===== config.mk =====
export PLATFORM = sky130hd
export DESIGN_NAME = uart_tx
export DESIGN_NICKNAME = d
export VERILOG_FILES = /design/src/rtl/uart_pkg.sv /design/src/rtl/uart_bit_timer.sv /design/src/rtl/uart_tx.sv
export SDC_FILE = /design/constraint.sdc
export NUM_CORES = 1
export LEC_CHECK = 0
export BUFFER_PORTS_ARGS = -buffer_cell sky130_fd_sc_hd__buf_2
export CAP_MARGIN = 10
export CORE_MARGIN = 2
export CORE_UTILIZATION = 40
export CTS_BUF_LIST = sky130_fd_sc_hd__clkbuf_4
export DETAILED_ROUTE_END_ITERATION = 6
export MAX_ROUTING_LAYER = met4
export SLEW_MARGIN = 20
export SYNTH_ARGS = -nofsm -noshare
export SYNTH_HDL_FRONTEND = slang
export SYNTH_HIERARCHICAL = 1
export SYNTH_SLANG_ARGS = --single-unit

===== constraint.sdc =====
create_clock -name CLOCK_50 -period 2.1 [get_ports CLOCK_50]
set_input_delay 0.315 -clock CLOCK_50 [delete_from_list [all_inputs] [get_ports CLOCK_50]]
set_output_delay 0.315 -clock CLOCK_50 [all_outputs]
set_load 0.01 [all_outputs]

===== src/rtl/uart_pkg.sv =====
// Shared UART definitions: FSM state encodings, default bit timing and data width.
// Used by both the transmitter and the receive controller.
package uart_pkg;

  localparam int unsigned CLKS_PER_BIT_DEFAULT = 5208;
  localparam int unsigned DATA_W               = 8;
  localparam int unsigned IDX_W                = $clog2(DATA_W);
  localparam int unsigned TIMER_W              = 16;

  typedef enum logic [2:0] {
    ST_IDLE    = 3'd0,
    ST_START   = 3'd1,
    ST_DATA    = 3'd2,
    ST_STOP    = 3'd3,
    ST_CLEANUP = 3'd4,
    ST_PARITY  = 3'd5
  } uart_state_e;

endpackage


===== src/rtl/uart_bit_timer.sv =====
// Free-running bit-period counter: pulses tick_o when the count reaches CLKS_PER_BIT-1,
// then restarts from zero. clr_i holds the count at zero.
module uart_bit_timer
  import uart_pkg::*;
#(
  parameter int unsigned CLKS_PER_BIT = CLKS_PER_BIT_DEFAULT
) (
  input  logic clk_i,
  input  logic srst_i,
  input  logic clr_i,
  output logic tick_o
);

  localparam logic [TIMER_W-1:0] LAST = TIMER_W'(CLKS_PER_BIT - 1);

  logic [TIMER_W-1:0] cnt_q, cnt_d;

  assign tick_o = (cnt_q == LAST);

  // Restarting at LAST keeps the counter from ever wrapping through 2^16.
  always_comb begin
    cnt_d = cnt_q + TIMER_W'(1);
    if (clr_i || tick_o) begin
      cnt_d = '0;
    end
  end

  always_ff @(posedge clk_i) begin
    if (srst_i) begin
      cnt_q <= '0;
    end else begin
      cnt_q <= cnt_d;
    end
  end

endmodule


===== src/rtl/uart_tx.sv =====
// 8N1 UART transmitter, LSB first, all outputs registered.
// Define UART_TX_PARITY_EN to insert an even-parity bit between the data and stop bits.
module uart_tx
  import uart_pkg::*;
#(
  parameter int unsigned CLKS_PER_BIT = CLKS_PER_BIT_DEFAULT
) (
  input  logic              CLOCK_50,
  input  logic              RESET,
  input  logic [DATA_W-1:0] TX_DATA,
  input  logic              TX_START,
  output logic              UART_TXD,
  output logic              TX_BUSY,
  output logic              TX_DONE
);

  uart_state_e       state_q, state_d;
  logic [IDX_W-1:0]  idx_q, idx_d;
  logic [DATA_W-1:0] shift_q, shift_d;
  logic              txd_q, txd_d;
  logic              busy_q, busy_d;
  logic              done_q, done_d;
  logic              timer_clr;
  logic              bit_tick;

  uart_bit_timer #(
    .CLKS_PER_BIT(CLKS_PER_BIT)
  ) u_bit_timer (
    .clk_i (CLOCK_50),
    .srst_i(RESET),
    .clr_i (timer_clr),
    .tick_o(bit_tick)
  );

  always_comb begin
    state_d   = state_q;
    idx_d     = idx_q;
    shift_d   = shift_q;
    timer_clr = 1'b0;
    case (state_q)
      ST_IDLE: begin
        timer_clr = 1'b1;
        idx_d     = '0;
        if (TX_START) begin
          shift_d = TX_DATA;
          state_d = ST_START;
        end
      end
      ST_START: begin
        if (bit_tick) state_d = ST_DATA;
      end
      ST_DATA: begin
        if (bit_tick) begin
          if (idx_q == IDX_W'(DATA_W - 1)) begin
            idx_d = '0;
`ifdef UART_TX_PARITY_EN
            state_d = ST_PARITY;
`else
            state_d = ST_STOP;
`endif
          end else begin
            idx_d = idx_q + IDX_W'(1);
          end
        end
      end
`ifdef UART_TX_PARITY_EN
      ST_PARITY: begin
        if (bit_tick) state_d = ST_STOP;
      end
`endif
      ST_STOP: begin
        if (bit_tick) state_d = ST_CLEANUP;
      end
      ST_CLEANUP: begin
        timer_clr = 1'b1;
        state_d   = ST_IDLE;
      end
      default: begin
        timer_clr = 1'b1;
        state_d   = ST_IDLE;
      end
    endcase
  end

  // Outputs are a registered image of the current state, so the line lags the FSM by one cycle.
  always_comb begin
    txd_d  = 1'b1;
    busy_d = (state_q != ST_IDLE);
    done_d = (state_q == ST_CLEANUP);
    case (state_q)
      ST_START:  txd_d = 1'b0;
      ST_DATA:   txd_d = shift_q[idx_q];
`ifdef UART_TX_PARITY_EN
      ST_PARITY: txd_d = ^shift_q;
`endif
      default:   txd_d = 1'b1;
    endcase
  end

  always_ff @(posedge CLOCK_50) begin
    if (RESET) begin
      state_q <= ST_IDLE;
      idx_q   <= '0;
      shift_q <= '0;
      txd_q   <= 1'b1;
      busy_q  <= 1'b0;
      done_q  <= 1'b0;
    end else begin
      state_q <= state_d;
      idx_q   <= idx_d;
      shift_q <= shift_d;
      txd_q   <= txd_d;
      busy_q  <= busy_d;
      done_q  <= done_d;
    end
  end

  assign UART_TXD = txd_q;
  assign TX_BUSY  = busy_q;
  assign TX_DONE  = done_q;

endmodule

==> impl_metrics.csv, run 1 <==
group,metric,value,unit
place,gp_congestion,0.754,
power_and_ir_drop,p_sw,247,µW
layout,multi_input_area,817,µm²
grt,grt_start_max_net_pins,17,
die,fp.dieW,66.4,µm
setup_path,end_kind,"register",
yosys,ys.flop_type,"dfxtp_1",
sta,post-route-min-period,2010,ps
power_and_ir_drop,p_leak,0.613,nW
route,drtIter0Drc,25,
place,io_buffers,13,
clocking,cts_setup_buffers,0,
clocking,clock_sinks,33,
grt,grt_pass1_wl,5180,µm
sta,setup_tns,0,ps
power_and_ir_drop,power,1.06,mW
yosys,syn_area,1560,µm²
route,detail-route-antenna-nets,0,
setup_path,arrival,2270,ps
route,wl_per_cell,12.0,µm
power_and_ir_drop,clkPwrFrac,31.1,%
clocking,cts_root_buf,"clkbuf_4",
clocking,clock_latency,330,ps
sta,grt_setup_unrepaired,"no",
layout,fill_cells,377,
min_path,min_path_type,"in -> reg",
power_and_ir_drop,switching_share,23.3,%
power_and_ir_drop,peakVddDrop,0.000254,V
power_and_ir_drop,combPwrFrac,7.8,%
route,drcViolationCount,0,
grt,antenna_found_initial,0,
sta,maxSlewViolCount,0,
yosys,ys_ff_latch,33,
route,vias_per_cell,5.04,
power_and_ir_drop,p_per_area,617,nW/µm²
layout,final_nets,201,
power_and_ir_drop,internal_power,813,µW
power_and_ir_drop,power_frac_seq,61.1,%
setup_path,path_class,"reg -> reg",
die,core.rowCount,22,
setup_path,critical_path_peak_fanout,4,
grt,grt_pass1_vias,1130,
die,dieArea,4410,µm²
clocking,clk_pin_slew_worst_paths,100,ps
die,pin_count,14,
sta,worstMarginPinSlew,435,ps
yosys,syn-mean-instance-area,9.22,µm²
yosys,synth_seq_area_share,42.4,%
yosys,synth_edf_count,0,
clocking,numCtsBuffers,5,
clocking,hold_buffers,0,
die,coreArea,3720,µm²
sta,fin_skew,12.8,ps
layout,drive_above_1_share,22.5,%
route,routed_wl,2820,µm
sta,clock.fmax,0.498,GHz
sta,hold_viol,0,
place,hpwl,2060,µm
route,num_vias,1185,
setup_path,critPathLaunchType,"register",
layout,layout-area-overhead-vs-synth,10.1,%
die,die_y,66.4,µm
layout,fin_util,46.2,%
yosys,synthCells,169,
clocking,cts_tree,"done",
layout,mostFrequentLayoutCells,"dfxtp_1, nand2_1, nor2_1, buf_2, a21oi_1",
sta,timing.final.crit_share,95.7,%
sta,setup_viol,0,
yosys,async_reset_ff_share,0,%
yosys,syn-num-nets,183,
clocking,cts-resized-gates,0,
clocking,h-tree-depth,2,
clocking,clockBufferDepth,2,
grt,overflow,0,
setup_path,rrSetupSlack,90,ps
layout,final_common_cell,"dfxtp_1",
outcome,outcome,"complete, no violations",
sta,maxSlewHeadroom,70.9,%
layout,seq_area,666,µm²
layout,num_antenna_cells,0,
yosys,yosysWarnings,6,
place,placedCellCount,228,
setup_path,cp.required,2360,ps
die,start_util,42.0,%
layout,fin_cells,235,
flow_run,drv_cap,0,
route,drtPass1Iterations,6,
yosys,yosysUniqueCellTypes,41,
grt,grt_usage,16.0,%
flip-flops by register name, summed over array words and instances, names as in the netlist:
register           flops
state_q                3
UART_TXD               1
TX_DONE                1
u_bit_timer/cnt_q     16
shift_q                8
TX_BUSY                1
idx_q                  3
worst max-delay path: stages (launching register included):
cell and delay (ps):
dfxtp_4 370, ha_1 160, or3b_2 490, nor4_4 320, nand4bb_1 160, or3_1 330
a21oi_1 120
final cells by class:
class                   instances  share of cell area (%)
inverters                       4                   0.875
well taps                      48                    3.50
repair buffers                 19                    6.41
clock buffers                   6                    2.62
flip-flops and latches         33                    38.8
multi-input cells             124                    47.6
clock inverters                 1                   0.219
per-stage QoR:
stage / instance area [µm²] / hold slack, ps / setup slack (ps)
floorplan: 1570 / 384 / 3.18
global placement: 1660 / 442 / 169
detailed placement: 1660 / 448 / 40.2
CTS: 1710 / 197 / 22.9
global route: 1720 / 199 / 3.44
finish: 1720 / 212 / 90.4
power by group through the flow:
stage	clock (mW)	sequential, mW	combinational, mW
global route	0.383	0.651	0.0933
floorplan	0	0.663	0.0655
CTS	0.346	0.648	0.0836
detailed placement	0	0.663	0.0833
global placement	0	0.662	0.0821
finish	0.329	0.648	0.0822
synthesized netlist by cell type, types with 3 or more instances:
master	count	area, µm²
inv_1	4	15.0
ha_1	3	37.5
nand4_1	5	31.3
a21oi_1	12	60.1
dfxtp_1	33	661
xor2_1	6	52.6
xnor2_1	10	87.6
nor3_1	5	25.0
nor4_1	4	25.0
nand2_1	26	97.6
nor2_1	19	71.3
nand3_1	7	35.0
layer usage:
metal  wire [µm]  up-vias  part of all wire [%]  track usage [%]
met5           0        -                     0                -
li1            -      622                     -                -
met1        1420      543                    50             19.4
met2        1240       15                    44             24.5
met3         112        5                   4.0             5.62
met4          50        0                   1.8             6.12
path summary, 6_finish.rpt:
path | startpoint | to | cells after the start
setup / recovery | u_bit_timer/cnt_q[0]$_SDFF_PP0_ | idx_q[0]$_SDFFE_PP0P_ | 6
hold / removal | TX_DATA[6] | shift_q[6]$_SDFFE_PP0P_ | 3
setup reg to reg | u_bit_timer/cnt_q[0]$_SDFF_PP0_ | idx_q[0]$_SDFFE_PP0P_ | 6
hold reg to reg | u_bit_timer/cnt_q[0]$_SDFF_PP0_ | u_bit_timer/cnt_q[0]$_SDFF_PP0_ | 1
cells by family after synthesis:
| family | synth area share [%] |
|---|---|
| AO/OA/AOI/OAI | 6.74 |
| XOR/XNOR | 8.99 |
| adder cells (fa/ha/maj) | 2.41 |
| buffers and inverters | 5.78 |
| flip-flops | 42.4 |
| multiplexers | 2.89 |
| AND/OR/NAND/NOR | 30.8 |
Note: power is estimated with default switching activity, not from simulation.
==> run 2, diff against run 1 <==
==> constraint.sdc (replaced) <==
create_clock -name CLOCK_50 -period 1.8 [get_ports CLOCK_50]
set_input_delay 0.27 -clock CLOCK_50 [delete_from_list [all_inputs] [get_ports CLOCK_50]]
set_output_delay 0.27 -clock CLOCK_50 [all_outputs]
set_load 0.01 [all_outputs]
==> impl_metrics.csv, run 2 (same netlist as run 1, synthesis figures left out) <==
group,metric,value,unit
place,io_buffers,13,
setup_path,worstPathCellList,"or4b_1, nor4_4, nand4bb_1, or3_1, a21oi_2",
sta,setup_ws,-47.1,ps
layout,top_regs,"u_bit_timer/cnt_q x16, shift_q x8",
clocking,cts_root_buf,"clkbuf_4",
route,routed_wl,2980,µm
die,dieArea,4410,µm²
power_and_ir_drop,switching_share,24.0,%
sta,maxSlewHeadroom,70.5,%
setup_path,path_class,"reg -> reg",
route,drtPass1Iterations,4,
setup_path,end_kind,"register",
place,hpwl,2210,µm
grt,grt_usage,16.3,%
clocking,clock_latency,320,ps
route,drtIter0Drc,93,
grt,antenna_found_initial,0,
clocking,clk_pin_slew_worst_paths,100,ps
clocking,cts_tree,"done",
clocking,clock_sinks,33,
die,start_util,42.0,%
route,vias_per_cell,5.05,
grt,grtUsageMet2,26.5,%
grt,grt_start_max_net_pins,17,
setup_path,slowest_delay,580,ps
power_and_ir_drop,p_per_area,657,nW/µm²
sta,worstMarginPinSlew,441,ps
layout,largest_reg_flops,16,
die,coreArea,3720,µm²
sta,maxSlewViolCount,0,
layout,drive_above_1_share,32.0,%
clocking,numCtsBuffers,5,
setup_path,cpLargestDelayFamily,"simple AND/OR/NAND/NOR gates",
place,placed_area,1790,µm²
setup_path,arrival,2110,ps
layout,fin_util,50.6,%
grt,grt_pass1_wl,5300,µm
place,gp_congestion,0.765,
setup_path,critPathLaunchType,"register",
sta,fin_skew,15.7,ps
layout,layout-area-overhead-vs-synth,20.6,%
clocking,h-tree-depth,2,
route,drcViolationCount,0,
grt,grt_use_met3,5.62,%
sta,setup_viol,1,
layout,seq_area,667,µm²
die,core.rowCount,22,
sta,hold_viol,0,
sta,timing.final.crit_share,103,%
clocking,hold_buffers,0,
grt,overflow,0,
power_and_ir_drop,internal_power,939,µW
sta,grt_setup_unrepaired,"yes",
power_and_ir_drop,p_leak,0.704,nW
grt,grt_use_met1,18.2,%
grt,top_usage_layer,"met2",
layout,max_flop_register,"u_bit_timer/cnt_q",
sta,post-route-min-period,1850,ps
place,dp_slack,-74.9,ps
route,num_vias,1268,
clocking,clockBufferDepth,2,
power_and_ir_drop,combPwrFrac,8.6,%
layout,multi_input_area,850,µm²
outcome,failed_checks,"negative setup slack",
setup_path,cp.required,2060,ps
layout,final_common_cell,"dfxtp_1",
power_and_ir_drop,power_frac_seq,61.3,%
flow_run,drv_cap,0,
layout,stdcell_area,1880,µm²
power_and_ir_drop,power,1.24,mW
grt,grt_pass1_vias,1238,
sta,holdWs,172,ps
power_and_ir_drop,clkPwrFrac,30.2,%
die,fp.dieW,66.4,µm
min_path,min_path_type,"in -> reg",
route,wl_per_cell,11.9,µm
layout,final_nets,216,
layout,num_antenna_cells,0,
layout,mostFrequentLayoutCells,"dfxtp_1, nand2_1, nor2_1, buf_4, buf_2",
power_and_ir_drop,peakVddDrop,0.000447,V
power_and_ir_drop,p_sw,296,µW
setup_path,critical_path_peak_fanout,2,
setup_path,cp_slowest_cell,"or4b_1",
sta,clock.fmax,0.541,GHz
outcome,outcome,"complete, but fails checks",
die,pin_count,14,
die,die_y,66.4,µm
route,detail-route-antenna-nets,0,
layout,fill_cells,357,
setup_path,crit_buf_inv,0,
-- run 2: changes by cell type in the layout (fill, tap and decap cells not counted), sizes merged --
cell,delta
buf,+15
clkinv,+2
clkbuf,-1
-- run 2: path summary, 6_finish.rpt --
kind / depth (start not counted) / from / to / slack, ps
setup / recovery: 5 / u_bit_timer/cnt_q[9]$_SDFF_PP0_ / idx_q[0]$_SDFFE_PP0P_ / -50
hold / removal: 3 / TX_DATA[0] / shift_q[0]$_SDFFE_PP0P_ / 170
setup reg to reg: 5 / u_bit_timer/cnt_q[9]$_SDFF_PP0_ / idx_q[0]$_SDFFE_PP0P_ / -50
hold reg to reg: 2 / shift_q[4]$_SDFFE_PP0P_ / shift_q[4]$_SDFFE_PP0P_ / 460
-- run 2: per-stage QoR --
step | TNS (ps) | cells
after floorplan | -161 | 169
after global placement | 0 | 241
after detailed placement | -74.9 | 241
after CTS | -60.5 | 251
after global routing | -967 | 251
final | -47.1 | 251
-- run 2: worst reg2reg max path, delay by kind of cell, from the launching register on --
| kind | cells | cell delay (ps) |
|---|---|---|
| flip-flops | 1 | 320 |
| AO/OA/AOI/OAI | 1 | 140 |
| AND/OR/NAND/NOR | 4 | 1330 |
-- run 2: layout make-up --
type | instances | area share [%]
inverter | 4 | 0.798
clock buffer | 5 | 2.00
multi-input combinational | 124 | 45.2
tap | 48 | 3.19
clock inverter | 3 | 0.665
timing repair buffer | 34 | 12.7
sequential | 33 | 35.5
-- run 2: per-layer routing --
| layer | share of wire (%) | up-vias |
|---|---|---|
| li1 | - | 649 |
| met1 | 47 | 591 |
| met2 | 47 | 26 |
| met3 | 4.2 | 2 |
| met4 | 1.0 | 0 |
| met5 | 0 | - |
-- run 2: timing repair --
item                                    CTS  global route
gates resized for setup                   5             3
setup buffers                             3             0
endpoints found under the setup margin    6            21
pin swaps                                 5             1
-- run 2: power by group through the flow --
stage          clock, mW  combinational [mW]  sequential (mW)
3_5_place_dp           0               0.106            0.774
5_1_grt            0.425               0.119            0.759
4_1_cts            0.391               0.107            0.757
3_3_place_gp           0               0.103            0.773
6_report           0.373               0.106            0.757
2_1_floorplan          0              0.0769            0.774
==> run 3, diff against run 2 <==
--- a/config.mk
+++ b/config.mk
@@ -12,6 +12,7 @@
 export CTS_BUF_LIST = sky130_fd_sc_hd__clkbuf_4
 export DETAILED_ROUTE_END_ITERATION = 6
 export MAX_ROUTING_LAYER = met4
+export RECOVER_POWER = 100
 export SLEW_MARGIN = 20
 export SYNTH_ARGS = -nofsm -noshare
 export SYNTH_HDL_FRONTEND = slang
==> impl_metrics.csv, run 3 (same netlist as run 1, synthesis figures left out) <==
group,metric,value,unit
layout,max_flop_register,"u_bit_timer/cnt_q",
grt,grt_use_met3,5.62,%
route,wl_per_cell,11.8,µm
die,pin_count,14,
layout,stdcell_area,1870,µm²
outcome,failed_checks,"negative setup slack",
sta,setup_viol,1,
clocking,clk_pin_slew_worst_paths,100,ps
setup_path,crit_buf_inv,0,
grt,grt_start_max_net_pins,17,
flow_run,drv_cap,0,
setup_path,path_class,"reg -> reg",
route,drtPass1Iterations,4,
grt,overflow,0,
power_and_ir_drop,p_leak,0.690,nW
clocking,clockBufferDepth,2,
sta,setup_ws,-45.5,ps
sta,timing.final.crit_share,103,%
sta,worstMarginPinSlew,437,ps
grt,grt_usage,16.3,%
route,drcViolationCount,0,
layout,fin_cells,251,
layout,drive_above_1_share,29.6,%
setup_path,worstPathCellList,"or4b_1, nor4_4, nand4bb_1, or3_1, a21oi_2",
place,hpwl,2210,µm
clocking,clock_sinks,33,
sta,setup_tns,-45.5,ps
layout,num_antenna_cells,0,
sta,grt_setup_unrepaired,"yes",
min_path,min_path_type,"in -> reg",
sta,maxSlewViolCount,0,
sta,hold_viol,0,
sta,clock.fmax,0.542,GHz
grt,grt_pass1_wl,5300,µm
grt,grt_use_met1,18.2,%
place,gp_congestion,0.765,
layout,final_nets,216,
die,die_y,66.4,µm
route,routed_wl,2960,µm
power_and_ir_drop,peakVddDrop,0.000447,V
grt,grt_pass1_vias,1238,
layout,mostFrequentLayoutCells,"dfxtp_1, nand2_1, nor2_1, buf_4",
die,coreArea,3720,µm²
clocking,h-tree-depth,2,
sta,fin_skew,17.2,ps
layout,largest_reg_flops,16,
clocking,cts_tree,"done",
clocking,cts_root_buf,"clkbuf_4",
outcome,outcome,"complete, but fails checks",
setup_path,cp.required,2060,ps
setup_path,cpLargestDelayFamily,"simple AND/OR/NAND/NOR gates",
setup_path,critPathLaunch,"u_bit_timer/cnt_q[9]$_SDFF_PP0_",
clocking,hold_buffers,0,
sta,post-route-min-period,1850,ps
layout,top_regs,"u_bit_timer/cnt_q x16, shift_q x8",
route,detail-route-antenna-nets,0,
die,core.rowCount,22,
layout,final_common_cell,"dfxtp_1",
setup_path,critical_path_peak_fanout,2,
clocking,numCtsBuffers,5,
setup_path,critPathLaunchType,"register",
route,num_vias,1257,
grt,grtUsageMet2,26.5,%
setup_path,slowest_delay,580,ps
place,placed_area,1790,µm²
setup_path,arrival,2110,ps
layout,layout-area-overhead-vs-synth,19.7,%
power_and_ir_drop,p_per_area,661,nW/µm²
place,io_buffers,13,
route,drtIter0Drc,94,
clocking,clock_latency,330,ps
die,fp.dieW,66.4,µm
sta,maxSlewHeadroom,70.7,%
grt,antenna_found_initial,0,
setup_path,timing.rr.start,"u_bit_timer/cnt_q[9]$_SDFF_PP0_",
setup_path,cp_slowest_cell,"or4b_1",
die,start_util,42.0,%
die,dieArea,4410,µm²
grt,top_usage_layer,"met2",
min_path,hold_path.startpoint,"TX_DATA[0]",
place,placedCellCount,241,
route,vias_per_cell,5.01,
setup_path,end_kind,"register",
==> run 3: repair_timing <==
action                     CTS  global route
resized for setup            5             3
buffers inserted             3             0
pin swaps                    5             1
gates cloned                 0             0
hold endpoints to repair     0             0
setup endpoints to repair    6            21
==> run 3: final cells by class <==
cell class | count | area, µm²
Tap cell | 48 | 60.1
Multi-Input combinational cell | 124 | 845
Clock inverter | 3 | 12.5
Inverter | 4 | 15.0
Fill cell | 358 | 1850
Timing Repair Buffer | 34 | 229
Sequential cell | 33 | 667
Clock buffer | 5 | 37.5
==> run 3: worst paths after layout <==
kind / slack [ps] / cells after the start / end
max: -50 / 5 / idx_q[0]$_SDFFE_PP0P_
min: 170 / 3 / shift_q[0]$_SDFFE_PP0P_
max reg2reg: -50 / 5 / idx_q[0]$_SDFFE_PP0P_
min reg2reg: 460 / 2 / shift_q[4]$_SDFFE_PP0P_
==> run 3: report_power, final <==
part	leakage (nW)	total, mW	switching, mW	internal (mW)
sequential	0.270	0.757	0.00898	0.748
combinational	0.390	0.102	0.0552	0.0469
clock	0.0300	0.374	0.233	0.141
==> run 3: worst reg2reg max path, cell delays in order, from the launching register on <==
cell and delay (ps):
dfxtp_1 320, or4b_1 580, nor4_4 250, nand4bb_1 150, or3_1 350, a21oi_2 140
==> run 3: metal layers <==
metal  vias up  part of all wire (%)  wire (µm)
li1        647                     -          -
met1       592                    48       1430
met2        16                    47       1400
met3         2                   3.6        108
met4         0                   1.0         30
met5         -                     0          0
==> run 3: through the flow <==
step | setup slack (ps) | power (mW) | hold slack [ps] | utilization, %
floorplan | -161 | 0.851 | 339 | -
global placement | 4.93 | 0.876 | 442 | 48.2
detailed placement | -74.9 | 0.879 | 449 | 48.2
CTS | -60.5 | 1.25 | 158 | 50.4
global route | -116 | 1.30 | 154 | 50.2
finish | -45.5 | 1.23 | 170 | 50.2
